**src/rtl/core_seq_ctrl.sv**
```systemverilog
// core_seq_ctrl: multi-cycle FETCH/DECODE/REGREAD/ALU/WB sequencer that owns the PC and gates unit enables.
// Latency: 5 cycles per instruction with memory ready on the first FETCH cycle, plus 1 cycle per FETCH wait cycle.
// Backpressure: stalls in FETCH while I_mem_ready is low (no timeout); optional retire counter under CORE_SEQ_RETIRE_CNT_EN.
module core_seq_ctrl #(
    parameter int          PC_W     = 16,
    parameter int unsigned PC_RESET = 0,
    parameter int unsigned PC_STEP  = 1
) (
    input  logic            I_clk,
    input  logic            I_rst_n,
    input  logic            I_run,
    input  logic            I_mem_ready,
    input  logic            I_regwe,
    input  logic            I_halt,
    input  logic            I_branch,
    input  logic [PC_W-1:0] I_target,
    output logic [PC_W-1:0] o_pc,
    output logic            o_mem_req,
    output logic            o_en_dec,
    output logic            o_en_reg,
    output logic            o_en_alu,
    output logic            o_regwe,
    output logic [2:0]      o_state,
    output logic            o_halted
`ifdef CORE_SEQ_RETIRE_CNT_EN
    ,
    output logic [31:0]     o_retired
`endif
);

    typedef enum logic [2:0] {
        S_IDLE    = 3'd0,
        S_FETCH   = 3'd1,
        S_DECODE  = 3'd2,
        S_REGREAD = 3'd3,
        S_ALU     = 3'd4,
        S_WB      = 3'd5,
        S_HALT    = 3'd6
    } state_t;

    localparam logic [PC_W-1:0] PC_RST_V  = PC_W'(PC_RESET);
    localparam logic [PC_W-1:0] PC_STEP_V = PC_W'(PC_STEP);

    state_t          state_q, state_d;
    logic [PC_W-1:0] pc_q, pc_d;
    logic            br_q, br_d;
    logic [PC_W-1:0] tgt_q, tgt_d;

    // State, PC and captured branch decision; reset aborts any in-flight instruction.
    always_ff @(posedge I_clk or negedge I_rst_n) begin
        if (!I_rst_n) begin
            state_q <= S_IDLE;
            pc_q    <= PC_RST_V;
            br_q    <= 1'b0;
            tgt_q   <= '0;
        end else begin
            state_q <= state_d;
            pc_q    <= pc_d;
            br_q    <= br_d;
            tgt_q   <= tgt_d;
        end
    end

    // Next-state, PC update and one-hot enable decode from the state register.
    always_comb begin
        state_d   = state_q;
        pc_d      = pc_q;
        br_d      = br_q;
        tgt_d     = tgt_q;
        o_mem_req = 1'b0;
        o_en_dec  = 1'b0;
        o_en_reg  = 1'b0;
        o_en_alu  = 1'b0;
        o_regwe   = 1'b0;
        o_halted  = 1'b0;
        case (state_q)
            S_IDLE: begin
                if (I_run) begin
                    state_d = S_FETCH;
                end
            end
            S_FETCH: begin
                // I_run is deliberately ignored here: once a fetch is issued it completes.
                o_mem_req = 1'b1;
                if (I_mem_ready) begin
                    state_d = S_DECODE;
                end
            end
            S_DECODE: begin
                o_en_dec = 1'b1;
                state_d  = S_REGREAD;
            end
            S_REGREAD: begin
                // Halt is checked before the ALU ever sees the instruction, so a
                // simultaneous branch can never move the PC of a halting instruction.
                o_en_reg = 1'b1;
                state_d  = I_halt ? S_HALT : S_ALU;
            end
            S_ALU: begin
                o_en_alu = 1'b1;
                br_d     = I_branch;
                tgt_d    = I_target;
                state_d  = S_WB;
            end
            S_WB: begin
                o_regwe = I_regwe;
                pc_d    = br_q ? tgt_q : (pc_q + PC_STEP_V);
                state_d = I_run ? S_FETCH : S_IDLE;
            end
            S_HALT: begin
                o_halted = 1'b1;
            end
            default: begin
                state_d = S_IDLE;
            end
        endcase
    end

    assign o_pc    = pc_q;
    assign o_state = state_q;

`ifdef CORE_SEQ_RETIRE_CNT_EN
    logic [31:0] retired_q, retired_d;

    // Retired-instruction count: bumps on each WB edge; halted instructions never reach WB.
    always_comb begin
        retired_d = retired_q;
        if (state_q == S_WB) begin
            retired_d = retired_q + 32'd1;
        end
    end

    // Retire counter register, wrapping naturally at 32 bits.
    always_ff @(posedge I_clk or negedge I_rst_n) begin
        if (!I_rst_n) begin
            retired_q <= '0;
        end else begin
            retired_q <= retired_d;
        end
    end

    assign o_retired = retired_q;
`endif

endmodule

```
**config.mk**
```make
export PLATFORM = sky130hd
export DESIGN_NAME = core_seq_ctrl
export DESIGN_NICKNAME = d
export VERILOG_FILES = /design/src/rtl/core_seq_ctrl.sv
export SDC_FILE = /design/constraint.sdc
export NUM_CORES = 1
export LEC_CHECK = 0
export ABC_CLOCK_PERIOD_IN_PS = 3460
export CAP_MARGIN = 25
export CORE_MARGIN = 5
export CORE_UTILIZATION = 40
export DETAILED_ROUTE_END_ITERATION = 7
export PLACE_DENSITY = 0.64
export SYNTH_ARGS = -nofsm -noshare
export SYNTH_HDL_FRONTEND = slang
export SYNTH_SLANG_ARGS = --single-unit
```
**constraint.sdc**
```tcl
create_clock -name I_clk -period 3.46 [get_ports I_clk]
set_clock_uncertainty 0.15 [all_clocks]
set_input_delay 0.692 -clock I_clk [delete_from_list [all_inputs] [get_ports I_clk]]
set_output_delay 0.692 -clock I_clk [all_outputs]
set_load 0.1 [all_outputs]
```
**Word level (Yosys, flattened, before mapping)**

Cells that the tools add are included.
Widths: inputs -> output; s select.

- Input port bits: 23
- Output and inout bits: 25
- Register bits after elaboration: 36
- Word-level logic and storage cells: 28

- Muxes and demuxes: 12
- Equality and inequality tests: 8
- Bitwise gates (word level): 1
- Add/subtract/negate cells: 1
- Reduce and logical (&&, ||, !) cells: 2

Operators with widths:

| kind | number |
|---|---|
| $pmux 3 s7 | 1 |
| $add 16x1->16 const B | 1 |
| $mux 16 | 1 |
| $eq 3x3->1 const B | 3 |
| $mux 1 | 7 |
| $eq 3x2->1 const B | 2 |
| $mux 3 | 2 |
| $ne 2x2->1 const B | 2 |
| $eq 3x1->1 const B | 1 |
| $logic_not 3->1 | 1 |
| $reduce_and 3->1 | 1 |
| $mux 2 | 1 |
| $not 1->1 | 1 |

**Depth between registers and ports, before layout**

Gate-level depths: netlist of the first run.

- Word-level depth: 3
- Mapped depth: 6

**Least setup slack after synthesis of the first run**

No wires, ideal clock.

- Path kind: flip-flop to output port
- Start point: register state_q[0], in the netlist o_state[0]
- End point: output o_mem_req
- Stages on the path, launching flop included: 3
- Arrival: 3.461 ns
- Slack: -0.843 ns
- Cell sequence: dfrtp_1 buf_2 nor3b_1

- Word-level cells in the longest chain between the ends: 2

RTL lines:

| item | line | text |
|---|---|---|
| start, declared | 44 | `state_t state_q, state_d;` |
| start signal, assigned | 57 | `state_q <= state_d;` |
| $eq 3x1->1 | 76 | `case (state_q)` |
| $mux 1 | 76 |  |
| end, declared | 18 | `output logic o_mem_req,` |

Every way passes these cells.

**Worst setup path after layout of the first run**

- Start point: register state_q[2], in the netlist o_state[2]
- End point: output o_regwe

- Word-level cells in the longest chain between the ends: 2

RTL lines:

| item | line | text |
|---|---|---|
| $eq 3x3->1 | 76 |  |
| $mux 1 | 76 |  |
| end, declared | 22 | `output logic o_regwe,` |

Every way passes these cells.

==> results.md, run 1 <==
- Of all flip-flops after synthesis, the portion carrying an async set or reset was 100%.
- The cell type of the slowest stage on the worst timing path is sky130_fd_sc_hd__dfrtp_1.
- The number of DRC violations after detailed-routing iteration 0 is 87.
- The count of buffer and inverter cells on the critical path is 2.
- The global-route met3 utilization is 4.99%.
- The synthesized design contains 0 enable-type register cells.
- The length of the first detailed-routing pass in iterations is 4.
- The critical path data arrival time is 1.71 ns.
- The clock-pin slew on the worst setup and hold paths is 0.07 ns.
- In the synthesized netlist, the number of instances is 188.
- The number of endpoints with negative hold slack in the final report is 0.
- The net count after synthesis is 212.
- For this run, design rule violations remaining after detail routing come to 0.
- The wire-length estimate of the detail-placed layout is 3130 um.
- The fraction of layout cells with a size suffix above 1 is 24.8%.
- In this run the core area contains 25 standard-cell rows.
- At the end of the flow, the number of nets in the layout was 257.
- The core area is 0.00466 sq mm.
- The class of the tightest hold or removal check is reg -> reg.
- At the end of routability-driven placement, the weighted congestion stood at 0.813.
- The tree built by TritonCTS fans out to 36 sinks.
- The flow ran to the end, and the final reports show no timing, DRC or antenna violations.
- The filler cell count is 431.
- Setup violations remaining at the end of the flow were counted as 0.
- In the final routed layout, each cell accounts on average for 15.5 um.
- At the later pin of the worst-skew pair, clock insertion delay measures 0.29 ns.
- The starting density of the core is 40.6%.
- The kind of cell with the highest combined delay along the critical path is flip-flops.
- After global routing the overflow that remains totals 0.
- In the final layout, flip-flops and latches occupy 901 sq um.
- The number of buffer cells added on primary ports is 47.
- The combined area of the multi-input logic cells is 916 sq um.
- For this run, the share of the core covered by cells in the final layout is 52.3%.
- Of the post-synthesis cell area, the part taken by muxes is 10.5%.
- The max-slew violation count is 0.
- The routed wire length is 4470 um.
- Summed over all failing endpoints, the final setup total negative slack is 0 ns.
- The critical path goes through and3b_1 -> buf_4 -> and2_1 -> buf_4.
- The floorplan step defined a die boundary enclosing 0.00621 sq mm.
- The maximum number of pins on one net before global-route repair is 37.
- The post-cts resize count is 0.
- The share of the synthesized area in compound gates (AO/OA/AOI/OAI) is 16.7%.
- At the pin with the least slew margin, the transition time is 0.921 ns.
- The number of primary I/O pins is 48.
- Of the available clock period, the critical path in the final layout requires 73.7%.
- The kind of start point of the critical path is a flip-flop.
- The root buffer cell chosen for the clock tree is sky130_fd_sc_hd__clkbuf_8.
- The most prevalent standard cell on the critical path is sky130_fd_sc_hd__buf_4.
- The most used routing layer in global routing is met2.
- The top cell type by total area after synthesis is sky130_fd_sc_hd__dfrtp_1.
- The worst path in the final design needs a cycle of 2.55 ns, including I/O delays and setup.
- Measured along the x axis, the die boundary spans 78.8 um.
- The met1 track demand over resource is 20.8%.
- Setup repair after global routing left no endpoint under its margin.
- The number of synthesis warnings is 0.
- The worst pin sits at a relative slew slack of 38.6%.
- The clock passes through at most 2 buffers.
- Yosys attributes the largest share of cell area to sky130_fd_sc_hd__dfrtp_1 48%, sky130_fd_sc_hd__mux2_2 8.9%, sky130_fd_sc_hd__a21oi_1 4.8%.
- The library cell with the highest instance count after synthesis is sky130_fd_sc_hd__dfrtp_1.
- The number of antenna violations at the first check in global routing is 0.
- The total CTS buffers is 5.
- The flip-flop cell with the highest count after synthesis is sky130_fd_sc_hd__dfrtp_1.
- The mean post-synth cell area is 10.1 sq um.
- The count of cell types in the netlist is 46.
- The number of setup buffers added after CTS is 0.
- The antenna diode instance count is 0.
- The via count of the first global-routing pass was 1583.
- Summing every instance area after synthesis gives 0.00189 sq mm.
- The required arrival time at the worst endpoint is 2.62 ns.
- The count of maximum capacitance violations is 0.
- The vertical die dimension is 78.8 um.
- Global routing consumed, over all layers together, 15.5% of the routing resources.
- The worst stage delay on the critical path is 0.55 ns.
- The area share of the largest cell type after synthesis is 47.6%.
- The TritonCTS clock tree is done.
- The synthesis-stage register bit count is 36.
- Of the total synthesized cell area, the portion taken by AND, OR, NAND and NOR gates is 20.0%.
- The first global-routing pass estimated 7580 um of wire.
- The startpoint-to-endpoint class of the critical path is reg -> out.
- The growth of design area from synthesis to finish is 28.9%.
- Across all layers, the routed design uses 1606 vias.
- The xor-xnor portion of the synthesized cell area is 0%.
- After synthesis, the most frequently instantiated cells are 36 x sky130_fd_sc_hd__dfrtp_1, 18 x sky130_fd_sc_hd__a21oi_1, 17 x sky130_fd_sc_hd__o21ai_0.
- The sequential-to-total area share from yosys stat is 47.6%.
- The dominant combinational cell family by area after synthesis is simple AND/OR/NAND/NOR gates.
- The post-detailed-route count of antenna-violating nets is 0.
- Of the total synthesized cell area, the portion taken by full adders, half adders and majority gates is 0.661%.
- The nature of the critical path endpoint is an output port.
- Buffers inserted to repair hold after CTS numbered 0.
- The maximum level of the CTS H-tree is 2.
- The maximum fanout along the worst path is 20.
- For met2 alone, demand over resource in global routing was 23.4%.
- After detailed routing, the number of vias per cell comes to 5.58.
- The achievable clock frequency is 392 MHz.
[metrics by stage]
step / instances / area (sq um) / setup slack, ns / hold WS, ns
CTS: 288 / 2440 / 0.900 / 0.364
floorplan: 188 / 1900 / 0.0798 / 0.246
global placement: 280 / 2350 / 1.09 / 0.346
detailed placement: 280 / 2350 / 1.09 / 0.347
finish: 288 / 2440 / 0.911 / 0.361
global route: 288 / 2440 / 0.797 / 0.373
[metal layers]
metal / up-vias / wire length, um / part of all wire [%]
met5: - / 0 / 0
met4: 0 / 53 / 1.2
met3: 4 / 335 / 7.5
met2: 57 / 2050 / 46
met1: 758 / 2030 / 45
li1: 787 / - / -
[layout by cell type (no fill, tap or decap), types with 2 or more instances in the layout]
cell / count
sky130_fd_sc_hd__clkbuf_8: 6
sky130_fd_sc_hd__nor3_1: 3
sky130_fd_sc_hd__clkbuf_1: 2
sky130_fd_sc_hd__buf_4: 27
sky130_fd_sc_hd__nand3_1: 7
sky130_fd_sc_hd__and4_1: 3
sky130_fd_sc_hd__inv_1: 6
sky130_fd_sc_hd__o22ai_1: 2
sky130_fd_sc_hd__o2bb2ai_1: 2
sky130_fd_sc_hd__a21oi_1: 18
sky130_fd_sc_hd__and3_1: 6
sky130_fd_sc_hd__nor2_1: 6
sky130_fd_sc_hd__clkdlybuf4s50_1: 22
sky130_fd_sc_hd__dfrtp_1: 36
sky130_fd_sc_hd__mux2_2: 15
sky130_fd_sc_hd__nor3_2: 2
sky130_fd_sc_hd__mux2i_1: 3
sky130_fd_sc_hd__nand2b_1: 2
sky130_fd_sc_hd__nor4b_1: 2
sky130_fd_sc_hd__nor2b_1: 4
sky130_fd_sc_hd__o41ai_1: 2
sky130_fd_sc_hd__o21ai_0: 17
sky130_fd_sc_hd__nand4_1: 4
sky130_fd_sc_hd__nand2_1: 12
sky130_fd_sc_hd__nand3_2: 2
[cells by family after synthesis]
group	Yosys count
buf+inv	18
fa+ha+maj	1
compound gates	52
flops	36
simple gates	63
mux	18
[final timing paths]
check | start | endpoint | slack, ns | depth (start not counted)
max in group asynchronous | I_rst_n | tgt_q[3] | 2.16 | 2
worst min register to register | tgt_q[8] | tgt_q[8] | 0.36 | 1
min in group asynchronous | I_rst_n | tgt_q[13] | 0.67 | 2
worst max register to register | br_q | o_pc[8] | 1.34 | 4
worst min-delay path | tgt_q[8] | tgt_q[8] | 0.36 | 1
worst max-delay path | o_state[2] | o_regwe | 0.91 | 4
[cell type report]
class	count	area share, %
Tap cell	54	2.77
Clock buffer	8	3.69
Sequential cell	36	36.9
Multi-Input combinational cell	134	37.5
Inverter	6	0.923
Timing Repair Buffer	50	18.2
[flip-flops by register name, indices dropped and copies added (netlist names)]
register	cells
tgt_q	16
o_state	3
o_pc	16
br_q	1
Power of run 1 is not shown: default switching activity piles up to over one toggle a cycle in this logic, so the estimate is an artifact.
==> run 2, diff against run 1 <==
--- a/config.mk
+++ b/config.mk
@@ -5,7 +5,7 @@
 export SDC_FILE = /design/constraint.sdc
 export NUM_CORES = 1
 export LEC_CHECK = 0
-export ABC_CLOCK_PERIOD_IN_PS = 3460
+export ABC_CLOCK_PERIOD_IN_PS = 2600
 export CAP_MARGIN = 25
 export CORE_MARGIN = 5
 export CORE_UTILIZATION = 40
==> constraint.sdc (replaced) <==
create_clock -name I_clk -period 2.6 [get_ports I_clk]
set_clock_uncertainty 0.15 [all_clocks]
set_input_delay 0.52 -clock I_clk [delete_from_list [all_inputs] [get_ports I_clk]]
set_output_delay 0.52 -clock I_clk [all_outputs]
set_load 0.1 [all_outputs]
==> results.md, run 2 (synthesized netlist as in run 1, its figures left out) <==
- The vias per cell came to 5.71 (was 5.58).
- The clock root buffer is sky130_fd_sc_hd__clkbuf_8 (unchanged).
- The commonest non-fill, non-tap cell in the layout is sky130_fd_sc_hd__dfrtp_1 (unchanged).
- The maximum fanout along the worst path is 12 (was 20).
- The via count of the first global-routing pass came to 1605 (was 1583).
- The routability congestion estimate is 0.793 (was 0.813).
- The number of buffers inserted by hold repair at cts is 0 (unchanged).
- The count of buffer and inverter cells on the critical path was 1 (was 2).
- The site row count is 25 (unchanged).
- The total congestion overflow is 0 (unchanged).
- The required arrival time at the worst endpoint is 1.93 ns (was 2.62 ns).
- The deepest clock path buffer count is 2 (unchanged).
- The kind of start point of the critical path was a flip-flop (unchanged).
- The cell type of the slowest stage on the worst timing path is sky130_fd_sc_hd__dfrtp_2 (was sky130_fd_sc_hd__dfrtp_1).
- The achievable clock frequency is 461 MHz.
- RSZ-0062 raised after global routing: false (unchanged).
- The starting density of the core is 40.6% (unchanged).
- The max-slew headroom at the worst pin came to 45.7% (was 38.6%).
- The capturing point of the worst reg2reg path is tgt_q[0] (was o_pc[8]).
- The final net count was 258 (was 257).
- The count of maximum capacitance violations came to 0 (unchanged).
- Run status: complete, no violations (unchanged).
- Cell-by-cell trace of the critical path: nand2b_1 -> nor2_1 -> buf_12 (was and3b_1 -> buf_4 -> and2_1 -> buf_4).
- The startpoint-to-endpoint class of the critical path is reg -> out (unchanged).
- The class of the tightest hold or removal check is in -> async (was reg -> reg).
- The antenna diode instance count is 0 (unchanged).
- The routed wire length is 4610 um (was 4470 um).
- The horizontal die dimension came to 78.8 um (unchanged).
- The core area is 0.00466 sq mm (unchanged).
- Leading cell types in the layout, fill and taps excluded: 33 x sky130_fd_sc_hd__dfrtp_1, 26 x sky130_fd_sc_hd__buf_4, 21 x sky130_fd_sc_hd__clkdlybuf4s50_1, 18 x sky130_fd_sc_hd__a21oi_1, 17 x sky130_fd_sc_hd__o21ai_0 (was 36 x sky130_fd_sc_hd__dfrtp_1, 27 x sky130_fd_sc_hd__buf_4, 22 x sky130_fd_sc_hd__clkdlybuf4s50_1, 18 x sky130_fd_sc_hd__a21oi_1, 17 x sky130_fd_sc_hd__o21ai_0).
- The TritonCTS clock tree was done (unchanged).
- The capturing element of the worst setup path is o_en_alu (was o_regwe).
- The post-cts resize count is 0 (unchanged).
- The clock-pin slew on the worst setup and hold paths came to 0.08 ns (was 0.07 ns).
- The dominant delay contributor by cell family on the critical path is flip-flops (unchanged).
- The clock sink count was 36 (unchanged).
- The total stage count of the critical path was 3 (was 4).
- The minimum clock period after layout is 2.17 ns.
- The post-CTS setup buffer count came to 0 (unchanged).
- The number of endpoints with negative hold slack in the final report came to 0 (unchanged).
- The nature of the critical path endpoint is an output port (unchanged).
- The total via count in the routed design came to 1651 (was 1606).
- The number of buffer cells added on primary ports came to 47 (unchanged).
- The worst stage delay on the critical path is 0.50 ns (was 0.55 ns).
- The launching instance or port of the critical path is o_state[0] (was o_state[2]).
- The number of DRC violations after detailed-routing iteration 0 is 166 (was 87).
- The startpoint of the lowest-slack register-to-register path is o_state[0] (was br_q).
- The length of the first detailed-routing pass in iterations was 4 (unchanged).
- The critical path data arrival time came to 1.50 ns (was 1.71 ns).
- The setup slack of the most critical reg-to-reg path is 0.73 ns (was 1.34 ns).
- The full die area is 0.00621 sq mm (unchanged).
- The average wire per standard cell came to 16.0 um (was 15.5 um).
- The final worst-path cycle share is 83.5%.
- The number of DRC violations after detailed routing was 0 (unchanged).
- The number of primary I/O pins came to 48 (unchanged).
- The maximum level of the CTS H-tree is 2 (unchanged).
- The total negative slack for setup checks is 0 ns (unchanged).
- The transition time of the tightest slew-check pin is 0.814 ns (was 0.921 ns).
- The total CTS buffers was 5 (unchanged).
- The post-detailed-route count of antenna-violating nets was 0 (unchanged).
- The fraction of layout cells with a size suffix above 1 was 28.5% (was 24.8%).
- The combined global-route utilization of all metal layers came to 16.3% (was 15.5%).
- The number of antenna violations at the first check in global routing is 0 (unchanged).
- The post-DP HPWL was 3240 um (was 3130 um).
- The max-slew violation count came to 0 (unchanged).
- The setup violation total in the final timing report is 0 (unchanged).
- The global-route wire length before repair was 7940 um (was 7580 um).
- The latest clock arrival within the worst-skew pair is 0.28 ns (was 0.29 ns).
- The depth of the worst register-to-register path is 4 (unchanged).
- The vertical die dimension is 78.8 um (unchanged).
- The growth of design area from synthesis to finish came to 32.5% (was 28.9%).
- The maximum number of pins on one net before global-route repair was 37 (unchanged).
run 2: cell count changes in the layout (fill, tap and decap cells not counted), sizes merged:
cell           change
buf                +2
clkbuf             -3
clkinv             +1
bufinv             +1
clkinvlp           +1
clkdlybuf4s50      -1
run 2: cell type report:
cell class / instances / area (sq um)
tap: 54 / 67.6
clock buffer: 5 / 68.8
clock inverter: 3 / 42.5
sequential: 36 / 905
multi-input combinational: 134 / 932
timing repair buffer: 51 / 470
fill: 436 / 2150
inverter: 6 / 22.5
run 2: how the worst min path moves through the flow:
| stage | start | endpoint | slack [ns] | cells after the start |
|---|---|---|---|---|
| after floorplan | I_rst_n | br_q | 0.07 | 0 |
| after detailed placement | tgt_q[15] | tgt_q[15] | 0.35 | 1 |
| after CTS | I_rst_n | tgt_q[13] | 0.20 | 1 |
| after global placement | tgt_q[15] | tgt_q[15] | 0.34 | 1 |
| final | I_rst_n | tgt_q[13] | 0.17 | 1 |
| after global routing | I_rst_n | tgt_q[13] | 0.23 | 1 |
run 2: stage by stage:
stage | util [%] | hold slack (ns) | cells | setup slack (ns) | cell area (sq um)
2_1_floorplan | - | 0.0744 | 188 | 0.0116 | 1920
3_3_place_gp | 51.4 | 0.339 | 281 | 0.638 | 2400
3_5_place_dp | 51.4 | 0.347 | 281 | 0.644 | 2400
4_1_cts | 53.8 | 0.197 | 289 | 0.407 | 2510
5_1_grt | 53.8 | 0.234 | 289 | 0.328 | 2510
6_report | 53.8 | 0.169 | 289 | 0.428 | 2510
run 2: routing by layer:
metal	global-route usage (%)	routed length, um	share of wire, %
met1	22.4	2130	46
met2	25.0	2150	47
met3	4.08	250	5.4
met4	5.24	81	1.8
met5	0	0	0
Power of run 2 is left out for the same reason.
